$ cat src/rtl/vx_tex_rsp_gather.sv
// vx_tex_rsp_gather
//   Master end of the texture response channel back to the core. It gathers
//   partial per-lane fragments from the sampler into one full-width response.
//   Each finished response is queued in a show-ahead FIFO. The response
//   channel is driven from the head of that FIFO, honouring core backpressure.
//
// Ports
//   clk, reset        rising-edge clock, asynchronous active-high reset
//   in_valid/in_ready fragment handshake (in_ready = FIFO not full)
//   in_mask           lanes carried by the fragment
//   in_texels         32 bits per lane, lane i = bits[32i+:32]
//   in_tag            response tag, sampled on the first fragment only
//   in_last           final fragment of the response
//   rsp_valid/ready   response handshake to the core
//   rsp_texels/tag    assembled response (head FIFO entry)
//   perf_stalls       cycles with rsp_valid & !rsp_ready, saturating
//                     (present only when TEX_RSP_PERF_EN is defined)
//
// Configuration macro: TEX_RSP_PERF_EN
module vx_tex_rsp_gather #(
  parameter int NUM_LANES = 4,
  parameter int TAG_WIDTH = 8,
  parameter int RSP_DEPTH = 4
) (
  input  logic                      clk,
  input  logic                      reset,
  input  logic                      in_valid,
  input  logic [NUM_LANES-1:0]      in_mask,
  input  logic [NUM_LANES*32-1:0]   in_texels,
  input  logic [TAG_WIDTH-1:0]      in_tag,
  input  logic                      in_last,
  output logic                      in_ready,
  output logic                      rsp_valid,
  output logic [NUM_LANES*32-1:0]   rsp_texels,
  output logic [TAG_WIDTH-1:0]      rsp_tag,
  input  logic                      rsp_ready
`ifdef TEX_RSP_PERF_EN
  ,
  output logic [31:0]               perf_stalls
`endif
);

  localparam int TXW = NUM_LANES * 32;
  localparam int DW  = TXW + TAG_WIDTH;
  localparam int PW  = $clog2(RSP_DEPTH);
  localparam int CW  = $clog2(RSP_DEPTH + 1);

  typedef enum logic {S_IDLE = 1'b0, S_GATHER = 1'b1} state_t;

  state_t           r_state;
  state_t           w_state_nxt;
  logic [TXW-1:0]   r_stg_texels;
  logic [TAG_WIDTH-1:0] r_stg_tag;

  logic [DW-1:0]    r_mem [RSP_DEPTH];
  logic [PW-1:0]    r_wr_ptr;
  logic [PW-1:0]    r_rd_ptr;
  logic [CW-1:0]    r_count;
  logic [TXW-1:0]   r_rsp_texels;
  logic [TAG_WIDTH-1:0] r_rsp_tag;

  logic             w_fire;
  logic             w_pop;
  logic             w_push;
  logic             w_stage;
  logic [TXW-1:0]   w_merged;
  logic [TAG_WIDTH-1:0] w_tag;
  logic [PW-1:0]    w_rd_nxt;
  logic [CW-1:0]    w_cnt_nxt;

  assign in_ready   = (r_count != CW'(RSP_DEPTH));
  assign rsp_valid  = (r_count != '0);
  assign rsp_texels = r_rsp_texels;
  assign rsp_tag    = r_rsp_tag;

  assign w_fire = in_valid & in_ready;
  assign w_pop  = rsp_valid & rsp_ready;

  // First fragment of a response starts from all-zero lanes and its own tag;
  // later fragments overlay the staged lanes and reuse the captured tag.
  always_comb begin
    w_merged = (r_state == S_GATHER) ? r_stg_texels : '0;
    for (int i = 0; i < NUM_LANES; i++) begin
      if (in_mask[i]) w_merged[32*i +: 32] = in_texels[32*i +: 32];
    end
    w_tag = (r_state == S_GATHER) ? r_stg_tag : in_tag;
  end

  // FSM: state register
  always_ff @(posedge clk or posedge reset) begin
    if (reset) r_state <= S_IDLE;
    else       r_state <= w_state_nxt;
  end

  // FSM: next state
  always_comb begin
    w_state_nxt = r_state;
    case (r_state)
      S_IDLE:   if (w_fire && !in_last) w_state_nxt = S_GATHER;
      S_GATHER: if (w_fire && in_last)  w_state_nxt = S_IDLE;
      default:  w_state_nxt = S_IDLE;
    endcase
  end

  // FSM: outputs
  always_comb begin
    w_push  = w_fire & in_last;
    w_stage = w_fire & ~in_last;
  end

  always_ff @(posedge clk or posedge reset) begin
    if (reset) begin
      r_stg_texels <= '0;
      r_stg_tag    <= '0;
    end else if (w_stage) begin
      r_stg_texels <= w_merged;
      r_stg_tag    <= w_tag;
    end
  end

  // FIFO storage; contents are only observed through valid entries.
  always_ff @(posedge clk) begin
    if (w_push) r_mem[r_wr_ptr] <= {w_merged, w_tag};
  end

  always_comb begin
    w_rd_nxt  = w_pop ? r_rd_ptr + 1'b1 : r_rd_ptr;
    w_cnt_nxt = r_count;
    case ({w_push, w_pop})
      2'b10:   w_cnt_nxt = r_count + 1'b1;
      2'b01:   w_cnt_nxt = r_count - 1'b1;
      default: w_cnt_nxt = r_count;
    endcase
  end

  always_ff @(posedge clk or posedge reset) begin
    if (reset) begin
      r_wr_ptr <= '0;
      r_rd_ptr <= '0;
      r_count  <= '0;
    end else begin
      if (w_push) r_wr_ptr <= r_wr_ptr + 1'b1;
      r_rd_ptr <= w_rd_nxt;
      r_count  <= w_cnt_nxt;
    end
  end

  // Output register tracks the next head entry. When the new head is the slot
  // being written this cycle (FIFO was empty or drains to it), bypass the
  // write data. With nothing queued the last value is held.
  always_ff @(posedge clk or posedge reset) begin
    if (reset) begin
      r_rsp_texels <= '0;
      r_rsp_tag    <= '0;
    end else if (w_cnt_nxt != '0) begin
      if (w_push && (w_rd_nxt == r_wr_ptr))
        {r_rsp_texels, r_rsp_tag} <= {w_merged, w_tag};
      else
        {r_rsp_texels, r_rsp_tag} <= r_mem[w_rd_nxt];
    end
  end

`ifdef TEX_RSP_PERF_EN
  logic [31:0] r_perf_stalls;
  assign perf_stalls = r_perf_stalls;
  always_ff @(posedge clk or posedge reset) begin
    if (reset)
      r_perf_stalls <= '0;
    else if (rsp_valid && !rsp_ready && (r_perf_stalls != 32'hFFFF_FFFF))
      r_perf_stalls <= r_perf_stalls + 32'd1;
  end
`endif

`ifndef SYNTHESIS
  a_gather_tag: assert property (@(posedge clk) disable iff (reset)
    (r_state == S_GATHER && w_fire) |-> (in_tag == r_stg_tag))
    else $warning("in_tag differs from captured tag during gather");

  a_rsp_stable: assert property (@(posedge clk) disable iff (reset)
    (rsp_valid && !rsp_ready) |=> (rsp_valid && $stable(rsp_texels) && $stable(rsp_tag)))
    else $error("rsp outputs changed while stalled");
`endif

endmodule

$ cat config.mk
export PLATFORM = sky130hd
export DESIGN_NAME = vx_tex_rsp_gather
export DESIGN_NICKNAME = d
export VERILOG_FILES = /design/src/rtl/vx_tex_rsp_gather.sv
export SDC_FILE = /design/constraint.sdc
export NUM_CORES = 1
export LEC_CHECK = 0
export ABC_AREA = 0
export ABC_CLOCK_PERIOD_IN_PS = 20200
export CORE_MARGIN = 10
export CORE_UTILIZATION = 50
export DETAILED_ROUTE_END_ITERATION = 16
export MAX_ROUTING_LAYER = met4
export PLACE_DENSITY = 0.68
export SETUP_SLACK_MARGIN = 0.02
export SYNTH_ARGS = -nofsm -noshare
export SYNTH_HDL_FRONTEND = slang
export SYNTH_SLANG_ARGS = --single-unit
$ cat constraint.sdc
create_clock -name clk -period 20.2 [get_ports clk]
set_input_delay 4.04 -clock clk [delete_from_list [all_inputs] [get_ports clk]]
set_output_delay 4.04 -clock clk [all_outputs]
set_load 0.005 [all_outputs]
# --- Yosys cells after proc, flatten, opt, wreduce, memory -nomap -nowiden ---
# Memory sizes are Yosys's and may differ from the RTL's. A register that Yosys moved wholly into a read port is not among the register bits.
# Cells that the tools add are included.
op_classes:
  addsub: 4
  eq_ne: 3
  n_mux: 13
  n_bitwise: 6
  n_reduce_logical: 5
op_table:
  columns: ["operator", "n"]
  rows:
  - ["128-bit 2-to-1 mux", 1]
  - ["32-bit 2-to-1 mux", 4]
  - ["8-bit 2-to-1 mux", 1]
  - ["3-bit one-hot mux with 2 select lines", 1]
  - ["3-bit nonzero test", 2]
  - ["2-bit by 1-bit adder with 2-bit output, second input constant", 2]
  - ["1-bit bitwise AND", 4]
  - ["1-bit 2-to-1 mux", 4]
  - ["3-bit by 1-bit adder with 3-bit output, second input constant", 1]
  - ["3-bit != test, second input constant", 1]
  - ["3-bit by 1-bit subtractor with 3-bit output, second input constant", 1]
  - ["2-bit by 1-bit equality test with 1-bit output, second input constant", 1]
  - ["2-bit equality test, second input constant", 1]
  - ["1-bit logical AND", 2]
  - ["2-bit 2-to-1 mux", 1]
  - ["1-bit inverter", 2]
  - ["1-bit one-hot mux with 2 select lines", 1]
  - ["1-bit zero test", 1]
word_totals:
  register_bits: 144
  mem_bits_rw: 544
  input_bits: 145
  output_inout_bits: 138
  elab_cells: 38
  mem_count: 1
memory_table:
  columns: ["name", "depth", "word_bits", "read_ports", "rd_clocked_by_memory_dff", "wr", "line_no", "rtl"]
  rows:
  - ["r_mem", 4, 136, 1, 1, 1, "55", "logic [DW-1:0] r_mem [RSP_DEPTH];"]

# --- Longest topological paths before layout ---
depth:
  ltp_word: 6
  depth_mapped: 15
  mapped_depth_nobuf: 11

# --- Least setup slack after synthesis ---
# No wires, ideal clock.
synth_path:
  kind: "input port to flip-flop"
  from: "input port in_last"
  to: "memory r_mem[0][0] in the netlist's numbering (enable)"
  setup_time_ns: 0.512
  t_arrival_ns: 7.492
  setup_slack_ns: 12.196
  path_stages: 3
  path_buffers: 1
  cell_sequence: "and3_1 > buf_2 > and2_1"
synth_via:
  elab_chain_len: 3
synth_lines:
  columns: ["element", "line_no", "rtl"]
  rows:
  - ["start: declaration", "31", "input logic in_last,"]
  - ["1-bit bitwise AND", "107", "w_push = w_fire & in_last;"]
  - ["1-bit 2-to-1 mux", "123", "if (w_push) r_mem[r_wr_ptr] <= {w_merged, w_tag};"]
  - ["1-bit 2-to-1 mux (not written as such)", "123", null]
  - ["end: declaration", "55", null]
# No other way between the ends.

# --- Worst setup path in the final report ---
layout_path:
  from: "input port rsp_ready"
  to: "register r_rsp_texels[11] (netlist: rsp_texels[11]), read port of r_mem"
layout_via:
  elab_chain_len: 4
  elab_cells_between_ends: 6
  classes_between: "eq/ne (2); mux (2); bitwise (1); reduce/logical (1)"
layout_lines:
  columns: ["element", "line_no", "rtl"]
  rows:
  - ["start: declaration", "36", "input logic rsp_ready"]
  - ["1-bit bitwise AND *", "77", "assign w_pop = rsp_valid & rsp_ready;"]
  - ["2-bit by 1-bit equality test with 1-bit output / 2-bit equality test (equally long branches)", "129", "case ({w_push, w_pop})"]
  - ["3-bit one-hot mux with 2 select lines", "129", null]
  - ["3-bit nonzero test", "155", "end else if (w_cnt_nxt != '0) begin"]
  - ["end: declaration", "59", "logic [TXW-1:0] r_rsp_texels;"]
# Mark *: on every way between the ends. The rest lies on a longest branch, timed or not.
# A chain may end at the register's enable or synchronous reset.

==> out/results.txt <==
hold path depth: 2
clk_lat worst skew: 0.63 ns
RR Startpoint: r_count[0]
worst hold path startpoint: rsp_tag[0]
die area: 86500 sq um
slowest stage cell, crit path: buf_4
port buffer count: 282
Primary FF master, synth: edfxtp_1
synthesized instance count: 2591
Root Driver: clkbuf_16
hold buffer count at CTS: 0
share of layout cells above drive strength 1: 0.162
Post-CTS Setup Repair Bufs: 0
Slew Limit Fails: 0
Unique masters post-synth: 49
CP delay by family, top: buffers and inverters
first-pass GRT wire length: 142000 microns
DP Area: 41100 sq um
DIE HEIGHT: 294 microns
CP cell instances: clkdlybuf4s50_1 > o31ai_4 > buf_4 > buf_4 > buf_4 > mux4_2 > mux2i_1 > nand2_1 > a22o_1
worst rel slew slack: 0.205
DPL Wire Length: 53900 microns
Post-synth EDFFs: 544
# Max-Cap Violations: 0
Hold EP: rsp_tag[0]
final hold viol count: 0
Starting Density: 0.505
Ys Warns: 0
Initial DRC Count: 1785
FP Rows: 100
asr flop ratio synth: 0.340
fin nets: 2943
CP peak stage delay: 0.94 ns
Diodes inserted: 0
post-route ant nets: 0
vias in the first global route: 24000
most frequent cells in the layout: 544 x edfxtp_1, 334 x a21oi_1, 280 x clkdlybuf4s50_1
worst-path fanout max: 53
Die W: 294 microns
fmax: 125 MHz
CTS sink count: 824
sequential share of the synthesized area: 0.621
Synth Register Bits: 824
syn avg cell area: 14.5 sq um
fin area: 44200 sq um
worst endpoint data arrival time: 8.50 ns
number of antenna violations at the first check in global routing: 0
final wirelength: 92900 microns
clk_skew: 0.0159 ns
worst slew pin tran: 1.19 ns
fillcell total: 5559
Final Util: 0.593
post-cts resize count: 0
RSZ-0062 raised after global routing: false
area grow syn2layout: 17.6%
clk buf depth: 3
PD cells: 149 nW/um^2
buffer and inverter count on the worst path: 4
post-route minimum period: 7.98 ns
Worst Hold Class: reg2reg
Design Power: 6.58 mW
Reg2Reg Setup Slack: 15.30 ns
worst path required time: 20.72 ns
P_leak: 17.0 nW
io pins: 283
GP Congestion: 0.758
maximum vdd drop: 0.140 mV
DR WL/cell: 24.2 microns
most frequent CP cell: buf_4
routed via count: 23300
htree depth: 3
syn_nets: 2742
GRT overflow: 0
Critical Path End Type: flip-flop
GRT Total Usage: 0.219
commonest non-fill, non-tap cell in the layout: edfxtp_1
Clk pin slew, worst setup/hold paths: 0.06 ns
FF-to-FF path depth: 8
outcome: complete, no violations
largest net degree at the start of global routing: 232
Period Utilization, post-route: 0.395
RR Endpoint: rsp_texels[11]
core outline area: 74400 sq um
Setup TNS: 0 ns
Synth Cell Area: 37600 sq um
crit path launch type: input port
via-per-instance ratio: 6.07
total CTS buffers: 87
Setup Viol. Count Final: 0
Residual DRC: 0
drt first pass iters: 6
class of the most critical setup path: in2reg
CTS tree: yes
sequential cells by signal, summed over array words and instances, names as in the netlist, named ones only:
register,count
r_count,3
r_stg_tag,8
r_mem,544
r_wr_ptr,2
r_rd_ptr,2
rsp_tag,8
rsp_texels,128
r_stg_texels,128
layout make-up:
cell class | instances | area (sq um) | area share
flip-flops and latches | 824 | 23400 | 0.529
clock inverters | 40 | 549 | 0.0124
well taps | 969 | 1210 | 0.0274
multi-input cells | 1417 | 12900 | 0.291
repair buffers | 318 | 3110 | 0.0704
inverters | 144 | 553 | 0.0125
clock buffers | 123 | 2540 | 0.0575
cell usage after synthesis (36+ instances only):
library cell / count / area [sq um]
a22o_1: 133 / 1160
mux4_2: 266 / 5990
inv_1: 143 / 537
buf_2: 36 / 180
mux2i_1: 146 / 1460
a22oi_1: 63 / 473
dfrtp_1: 280 / 7010
nand2_1: 206 / 773
nor2_1: 206 / 773
edfxtp_1: 544 / 16300
clkbuf_1: 130 / 488
a21oi_1: 334 / 1670
logic make-up after synthesis:
family | count (synthesis) | synth area share
AOI/OAI and AO/OA | 549 | 0.0925
xor gates and xnor gates | 6 | 0.00140
adders and majority gates | 6 | 0.00220
buffers and inverters | 350 | 0.0374
DFF | 824 | 0.621
muxes | 416 | 0.200
and+or+nand+nor | 440 | 0.0458
through the flow:
stage               cells  setup WS, ns  hold slack [ns]
floorplan            2591          8.44            0.473
global placement     3672         11.45            0.471
detailed placement   3672         11.41            0.491
CTS                  3835         12.10            0.508
global route         3835         11.74            0.533
finish               3835         12.22            0.505
worst reg2reg max path, delay by kind of cell, from the launching register on:
family	cells	cell delay, ns
buffers and inverters	3	2.79
flip-flops	1	0.52
AO/OA/AOI/OAI	2	0.58
multiplexers	2	0.83
AND/OR/NAND/NOR	1	0.08
worst max-delay path by stage:
stage,start,end,slack [ns],cells past startpoint
after floorplan,reset,async pin,8.44,1
after global placement,rsp_ready,rsp_texels[21],11.45,9
after detailed placement,rsp_ready,rsp_texels[9],11.41,9
after CTS,rsp_ready,rsp_texels[9],12.10,9
after global routing,rsp_ready,rsp_texels[11],11.74,9
final,rsp_ready,rsp_texels[11],12.22,9
report_power, final:
part           internal [mW]  switching (mW)
clock                   1.04           0.656
combinational           1.20            1.14
sequential              2.24           0.300
per-layer routing:
metal / wire length [microns] / track usage
met5: 0 / -
met4: 1710 / 0.0545
met3: 7230 / 0.0471
met2: 45800 / 0.352
met1: 38200 / 0.283
(Power assumes the default switching activity.)
